File: config.mk
export PLATFORM = sky130hd
export DESIGN_NAME = alu_op_sequencer
export DESIGN_NICKNAME = d
export VERILOG_FILES = /design/src/rtl/alu_ctrl_pkg.sv /design/src/rtl/alu_funct_decode.sv /design/src/rtl/alu_op_sequencer.sv
export SDC_FILE = /design/constraint.sdc
export NUM_CORES = 1
export LEC_CHECK = 0
export ABC_AREA = 1
export CORE_UTILIZATION = 45
export DETAILED_ROUTE_END_ITERATION = 10
export PLACE_DENSITY_LB_ADDON = 0.08
export SETUP_SLACK_MARGIN = 0.1
export SLEW_MARGIN = 20
export SYNTH_ARGS = -nofsm -noshare
export SYNTH_HDL_FRONTEND = slang
export SYNTH_SLANG_ARGS = --single-unit
File: constraint.sdc
create_clock -name clk -period 1.35 [get_ports clk]
set_input_delay 0.135 -clock clk [delete_from_list [all_inputs] [get_ports clk]]
set_output_delay 0.135 -clock clk [all_outputs]
set_load 0.02 [all_outputs]
File: src/rtl/alu_ctrl_pkg.sv
// alu_ctrl_pkg: shared constants for the ALU control sequencer.
//   - ALU control codes (4-bit, zero-extended by users to their control width)
//   - alu_op and R-type funct encodings
//   - HI/LO unit operation encoding
//   - sequencer FSM state type
package alu_ctrl_pkg;

  // ALU control codes
  localparam logic [3:0] CodeAnd  = 4'b0000;
  localparam logic [3:0] CodeOr   = 4'b0001;
  localparam logic [3:0] CodeAdd  = 4'b0010;
  localparam logic [3:0] CodeXor  = 4'b0011;
  localparam logic [3:0] CodeNor  = 4'b0100;
  localparam logic [3:0] CodeSll  = 4'b0101;
  localparam logic [3:0] CodeSub  = 4'b0110;
  localparam logic [3:0] CodeSlt  = 4'b0111;
  localparam logic [3:0] CodeSltu = 4'b1000;
  localparam logic [3:0] CodeSrl  = 4'b1001;
  localparam logic [3:0] CodeSra  = 4'b1010;
  localparam logic [3:0] CodeNop  = 4'b1111;

  // alu_op field from the main control decoder
  localparam logic [1:0] AluOpAdd   = 2'b00;
  localparam logic [1:0] AluOpSub   = 2'b01;
  localparam logic [1:0] AluOpRtype = 2'b10;
  localparam logic [1:0] AluOpSlt   = 2'b11;

  // R-type funct field
  localparam logic [5:0] FunctSll   = 6'h00;
  localparam logic [5:0] FunctSrl   = 6'h02;
  localparam logic [5:0] FunctSra   = 6'h03;
  localparam logic [5:0] FunctMfhi  = 6'h10;
  localparam logic [5:0] FunctMflo  = 6'h12;
  localparam logic [5:0] FunctMult  = 6'h18;
  localparam logic [5:0] FunctMultu = 6'h19;
  localparam logic [5:0] FunctDiv   = 6'h1A;
  localparam logic [5:0] FunctDivu  = 6'h1B;
  localparam logic [5:0] FunctAdd   = 6'h20;
  localparam logic [5:0] FunctAddu  = 6'h21;
  localparam logic [5:0] FunctSub   = 6'h22;
  localparam logic [5:0] FunctSubu  = 6'h23;
  localparam logic [5:0] FunctAnd   = 6'h24;
  localparam logic [5:0] FunctOr    = 6'h25;
  localparam logic [5:0] FunctXor   = 6'h26;
  localparam logic [5:0] FunctNor   = 6'h27;
  localparam logic [5:0] FunctSlt   = 6'h2A;
  localparam logic [5:0] FunctSltu  = 6'h2B;

  // HI/LO unit operation
  localparam logic [1:0] MdMult  = 2'b00;
  localparam logic [1:0] MdMultu = 2'b01;
  localparam logic [1:0] MdDiv   = 2'b10;
  localparam logic [1:0] MdDivu  = 2'b11;

  typedef enum logic [0:0] {
    StIdle,
    StBusy
  } seq_state_e;

endpackage

File: src/rtl/alu_funct_decode.sv
// alu_funct_decode: combinational {alu_op, funct} -> ALU control decode.
// Ports:
//   i_alu_op      alu_op from the main decoder
//   i_funct       R-type function field
//   o_code        4-bit ALU control code
//   o_illegal     unknown R-type funct (code forced to NOP)
//   o_is_md       mult/multu/div/divu
//   o_is_mfhilo   mfhi/mflo
//   o_md_op       HI/LO unit operation, meaningful only with o_is_md
module alu_funct_decode
  import alu_ctrl_pkg::*;
(
  input  logic [1:0] i_alu_op,
  input  logic [5:0] i_funct,
  output logic [3:0] o_code,
  output logic       o_illegal,
  output logic       o_is_md,
  output logic       o_is_mfhilo,
  output logic [1:0] o_md_op
);

  always_comb begin
    o_code      = CodeAdd;
    o_illegal   = 1'b0;
    o_is_md     = 1'b0;
    o_is_mfhilo = 1'b0;
    o_md_op     = MdMult;
    unique case (i_alu_op)
      AluOpAdd: o_code = CodeAdd;
      AluOpSub: o_code = CodeSub;
      AluOpSlt: o_code = CodeSlt;
      AluOpRtype: begin
        case (i_funct)
          FunctAdd, FunctAddu: o_code = CodeAdd;
          FunctSub, FunctSubu: o_code = CodeSub;
          FunctAnd:            o_code = CodeAnd;
          FunctOr:             o_code = CodeOr;
          FunctXor:            o_code = CodeXor;
          FunctNor:            o_code = CodeNor;
          FunctSlt:            o_code = CodeSlt;
          FunctSltu:           o_code = CodeSltu;
          FunctSll:            o_code = CodeSll;
          FunctSrl:            o_code = CodeSrl;
          FunctSra:            o_code = CodeSra;
          FunctMult, FunctMultu, FunctDiv, FunctDivu: begin
            // ALU idles while the HI/LO unit works; funct[1:0] is the md_op encoding
            o_code  = CodeNop;
            o_is_md = 1'b1;
            o_md_op = i_funct[1:0];
          end
          FunctMfhi, FunctMflo: begin
            // pass-through add; the datapath muxes HI or LO in
            o_code      = CodeAdd;
            o_is_mfhilo = 1'b1;
          end
          default: begin
            o_code    = CodeNop;
            o_illegal = 1'b1;
          end
        endcase
      end
    endcase
  end

endmodule

File: src/rtl/alu_op_sequencer.sv
// alu_op_sequencer: registered ALU control decode with HI/LO unit sequencing.
// Ports:
//   clk, rst_n     clock (rising edge), synchronous active-low reset
//   in_valid       decode stage presents {alu_op, funct}
//   in_ready       op accepted when in_valid && in_ready
//   alu_op, funct  op to decode
//   out_valid      alu_control/illegal carry a newly accepted op this cycle
//   alu_control    registered ALU control code (CTRL_W bits)
//   illegal        registered: accepted op had an unknown R-type funct
//   md_start       one-cycle pulse launching the HI/LO unit
//   md_op          HI/LO operation, stable from md_start through md_done
//   md_busy        HI/LO unit occupied (exactly MD_CYCLES cycles per launch)
//   md_done        one-cycle pulse in the final busy cycle
module alu_op_sequencer
  import alu_ctrl_pkg::*;
#(
  parameter int unsigned CTRL_W    = 4,
  parameter int unsigned MD_CYCLES = 32,
  parameter int unsigned CNT_W     = $clog2(MD_CYCLES)
) (
  input  logic              clk,
  input  logic              rst_n,
  input  logic              in_valid,
  output logic              in_ready,
  input  logic [1:0]        alu_op,
  input  logic [5:0]        funct,
  output logic              out_valid,
  output logic [CTRL_W-1:0] alu_control,
  output logic              illegal,
  output logic              md_start,
  output logic [1:0]        md_op,
  output logic              md_busy,
  output logic              md_done
);

  logic [3:0] w_code;
  logic       w_illegal;
  logic       w_is_md;
  logic       w_is_mfhilo;
  logic [1:0] w_md_op;
  logic       w_hazard;
  logic       w_accept;

  seq_state_e        r_state;
  logic [CNT_W-1:0]  r_cnt;
  logic              r_out_valid;
  logic [CTRL_W-1:0] r_alu_control;
  logic              r_illegal;
  logic              r_md_start;
  logic [1:0]        r_md_op;
  logic              r_md_busy;
  logic              r_md_done;

  alu_funct_decode u_decode (
    .i_alu_op    (alu_op),
    .i_funct     (funct),
    .o_code      (w_code),
    .o_illegal   (w_illegal),
    .o_is_md     (w_is_md),
    .o_is_mfhilo (w_is_mfhilo),
    .o_md_op     (w_md_op)
  );

  // Only ops touching HI/LO wait for the unit; everything else flows past it.
  assign w_hazard = w_is_md | w_is_mfhilo;
  assign in_ready = rst_n & ((r_state == StIdle) | ~(in_valid & w_hazard));
  assign w_accept = in_valid & in_ready;

  always_ff @(posedge clk) begin
    if (!rst_n) begin
      r_state       <= StIdle;
      r_cnt         <= '0;
      r_out_valid   <= 1'b0;
      r_alu_control <= CTRL_W'(CodeAdd);
      r_illegal     <= 1'b0;
      r_md_start    <= 1'b0;
      r_md_op       <= MdMult;
      r_md_busy     <= 1'b0;
      r_md_done     <= 1'b0;
    end else begin
      r_out_valid <= w_accept;
      r_md_start  <= 1'b0;
      r_md_done   <= 1'b0;
      if (w_accept) begin
        r_alu_control <= CTRL_W'(w_code);
        r_illegal     <= w_illegal;
      end
      unique case (r_state)
        StIdle: begin
          if (w_accept && w_is_md) begin
            r_state    <= StBusy;
            r_md_start <= 1'b1;
            r_md_op    <= w_md_op;
            r_md_busy  <= 1'b1;
            r_cnt      <= CNT_W'(MD_CYCLES - 1);
          end
        end
        StBusy: begin
          if (r_cnt == '0) begin
            r_state   <= StIdle;
            r_md_busy <= 1'b0;
          end else begin
            r_cnt     <= r_cnt - CNT_W'(1);
            // registered pulse lands in the cycle where the count reads zero
            r_md_done <= (r_cnt == CNT_W'(1));
          end
        end
      endcase
    end
  end

  assign out_valid   = r_out_valid;
  assign alu_control = r_alu_control;
  assign illegal     = r_illegal;
  assign md_start    = r_md_start;
  assign md_op       = r_md_op;
  assign md_busy     = r_md_busy;
  assign md_done     = r_md_done;

endmodule

==> run metrics <==
drt initial violations=26; NetSw=283 uW; internal power=736 uW; Vias/cell=5.05; router iterations before antenna repair=4; GRT Total Usage=23.5%; RR Startpoint=r_state$_SDFF_PN0_; largest net degree at the start of global routing=11; Worst Skew=0.00276 ns; flops & latches, synth=17; Reg2Reg Depth=8; sequential share of power=50.7%; top cells by area, synth=dfxtp_1, nand2_1, nand3_1, inv_1, nor2_1; core region area=0.00204 mm2; Final Instance Area=0.00165 mm2; HP Class=input pin to flop; buffers and inverters on the worst path=3; Min Clock Period, post-route=1.29 ns; beginning of the worst hold path=alu_op[0]; Num CTS Buffers=3; root buffer cell=clkbuf_4; pre-CTS WS=-0.495 ns; Clock Power Share=25.9%; Setup crit end kind=output pin; Die Wd=49.4 um; Routed WL=3080 um; GPL Wtd Cong=0.872; Sink Count=17; vias in the first global route=~1100; Syn Area/Cell=around 6.6 um2; Max stage delay on crit path=roughly 0.36 ns; Max-slew headroom=84.6%; Sw Ratio=27.7%; commonest non-fill, non-tap cells in the layout=buf_4, nand2_1, nand3_1, inv_1, dlygate4sd2_1; Warnings, synthesis=0; Clock Latency Late Sink=0.28 ns; full die area=0.00244 mm2; antenna diode count=0; share of cells above drive strength 1=36.8%; Max Root-Sink Buffers=2; critical path required time=1.22 ns; first-pass GRT wire length=4480 um; DR DRC count=0; IO buf count=22; Pwr Density=just over 600 mW/mm2; Leak=about 0.90 nW; GRT met3 Usage=5.61%; crit-path max FO=2; outcome=finished clean; crit-path cells=inv_2 -> nor3_2 -> nand2_2 -> nand2_1 -> inv_1 -> buf_6; routing usage on met2=between 40% and 50%; Die H=roughly 50 um; hold endpoint=alu_control[2]$_SDFFE_PN0P_; Seq/Total Area, Yosys=between 30 and 40%; CTS tree=yes; Top delay family on crit path=flip-flops; worst endpoint data arrival time=between 1 and 1.5 ns; top cell type's share of synthesized area=33.7%; netlist area before placement=0.00101 mm2; Initial Util=49.4%; # setup viols final=0; Layout area overhead=63.7%; row cnt=16; total negative slack=0 ns; ratio of final minimum period to clock period=~96%; fin. max-slew vios=0; CTS clk-pin slew, worst paths=approximately 0.09 ns; most common cell after layout, fill and taps aside=buf_4; Fmax=around 770 MHz; MaxCap Viol Count=0; post-synth cell types=24; initial antenna violation count=0; Routed Antenna Nets=0; setup ws final=0.0554 ns; most used routing layer=met2; via count=1208; H-tree depth=1; Setup Crit Path Kind=flop to output pin; Tot Pwr=1.02 mW; gr ovfl total=0; M1 GR Usage=between 20 and 30%; fin nets=227; reg2reg end=r_cnt[1]$_SDFFE_PN0P_; Syn Inst Count=between 150 and 200; top cell type by total area after synthesis=dfxtp_1; DP Area=between 0.0015 and 0.002 mm2; routed length per instance=12.9 um; Hold Fails Final Rpt=0; Worst setup SP type=flop; syn nets=~170; Peak VDD IR=roughly 0.00047 V; RSZ-0062 raised after global routing=true; CP max stage cell=dfxtp_2; Worst-Margin Slew=0.229 ns; part of the power in combinational logic=23.3%; Final HPWL DP=2140 um; io pins=23; worst hold stages=3; R2R setup slack=approximately 0.14 ns
==> through the flow <==
| stage | std cells | hold slack (ns) | utilization [%] |
|---|---|---|---|
| floorplan | 152 | 0.272 | - |
| global placement | 231 | 0.454 | 73.7 |
| detailed placement | 231 | 0.473 | 73.7 |
| CTS | 235 | 0.485 | 75.9 |
| global route | 239 | 0.201 | 80.9 |
| finish | 239 | 0.205 | 80.9 |
==> sequential cells by signal, indices dropped and copies added, names as in the netlist <==
name,count
r_cnt,5
alu_control,4
md_op,2
illegal,1
md_busy,1
md_done,1
md_start,1
out_valid,1
r_state,1
==> synth_stat cells (all sizes together) <==
cell / count
nand4: 1
or2: 1
buf: 1
nand2: 37
a21boi: 1
o211ai: 1
o21ai: 7
nand3b: 1
nand3: 23
ha: 3
nor2: 18
dfxtp: 17
inv: 26
and2: 2
nor3: 5
a21oi: 7
o31ai: 1
==> final cells by class <==
cell class              instances  area [um2]
clock buffers                   4        26.3
fillers                       140         389
inverters                      26         100
multi-input cells             109         668
flip-flops and latches         17         344
well taps                      27        33.8
repair buffers                 56         480
==> worst register-to-register path: cells and delay by family, from the launching register on <==
family | cells | cell delay [ns]
flops | 1 | 0.34
simple gates | 4 | 0.43
buf+inv | 4 | 0.35
==> cell families after synthesis <==
kind of cell | after synthesis | share of synthesized area, %
and+or+nand+nor | 88 | 43.2
buffers and inverters | 27 | 10.2
adders and majority gates | 3 | 3.72
DFF | 17 | 33.7
AOI/OAI and AO/OA | 17 | 9.17
==> worst max-delay path by stage <==
stage                            endpoint  slack, ns             startpoint  depth (start not counted)
floorplan           r_cnt[3]$_SDFFE_PN0P_       0.13  r_cnt[0]$_SDFFE_PN0P_                          8
global placement                 in_ready      -0.45               funct[2]                         10
detailed placement               in_ready      -0.49               funct[2]                         10
CTS                              in_ready       0.01               in_valid                          7
global route                     in_ready      -0.02     r_state$_SDFF_PN0_                          6
finish                           in_ready       0.06     r_state$_SDFF_PN0_                          6
==> what timing repair did <==
action	in CTS	in global routing
buffers inserted	0	3
setup endpoints to repair	24	12
cloned	0	1
resized for setup	35	21
pin swaps	7	7
hold buffers	0	0
==> layer usage <==
layer | wire, um | part of all wire [%] | up-vias
met4 | 59 | 1.9 | 0
met3 | 137 | 4.4 | 8
met5 | 0 | 0 | -
met1 | 1380 | 45 | 557
li1 | - | - | 605
met2 | 1500 | 49 | 38
==> power groups by stage <==
stage	clock network [mW]	logic, mW	registers (mW)
floorplan	0	0.0789	0.541
global placement	0	0.220	0.528
detailed placement	0	0.225	0.529
CTS	0.278	0.225	0.517
global route	0.303	0.255	0.518
finish	0.264	0.238	0.517
Power figures use the tool's default switching activity.
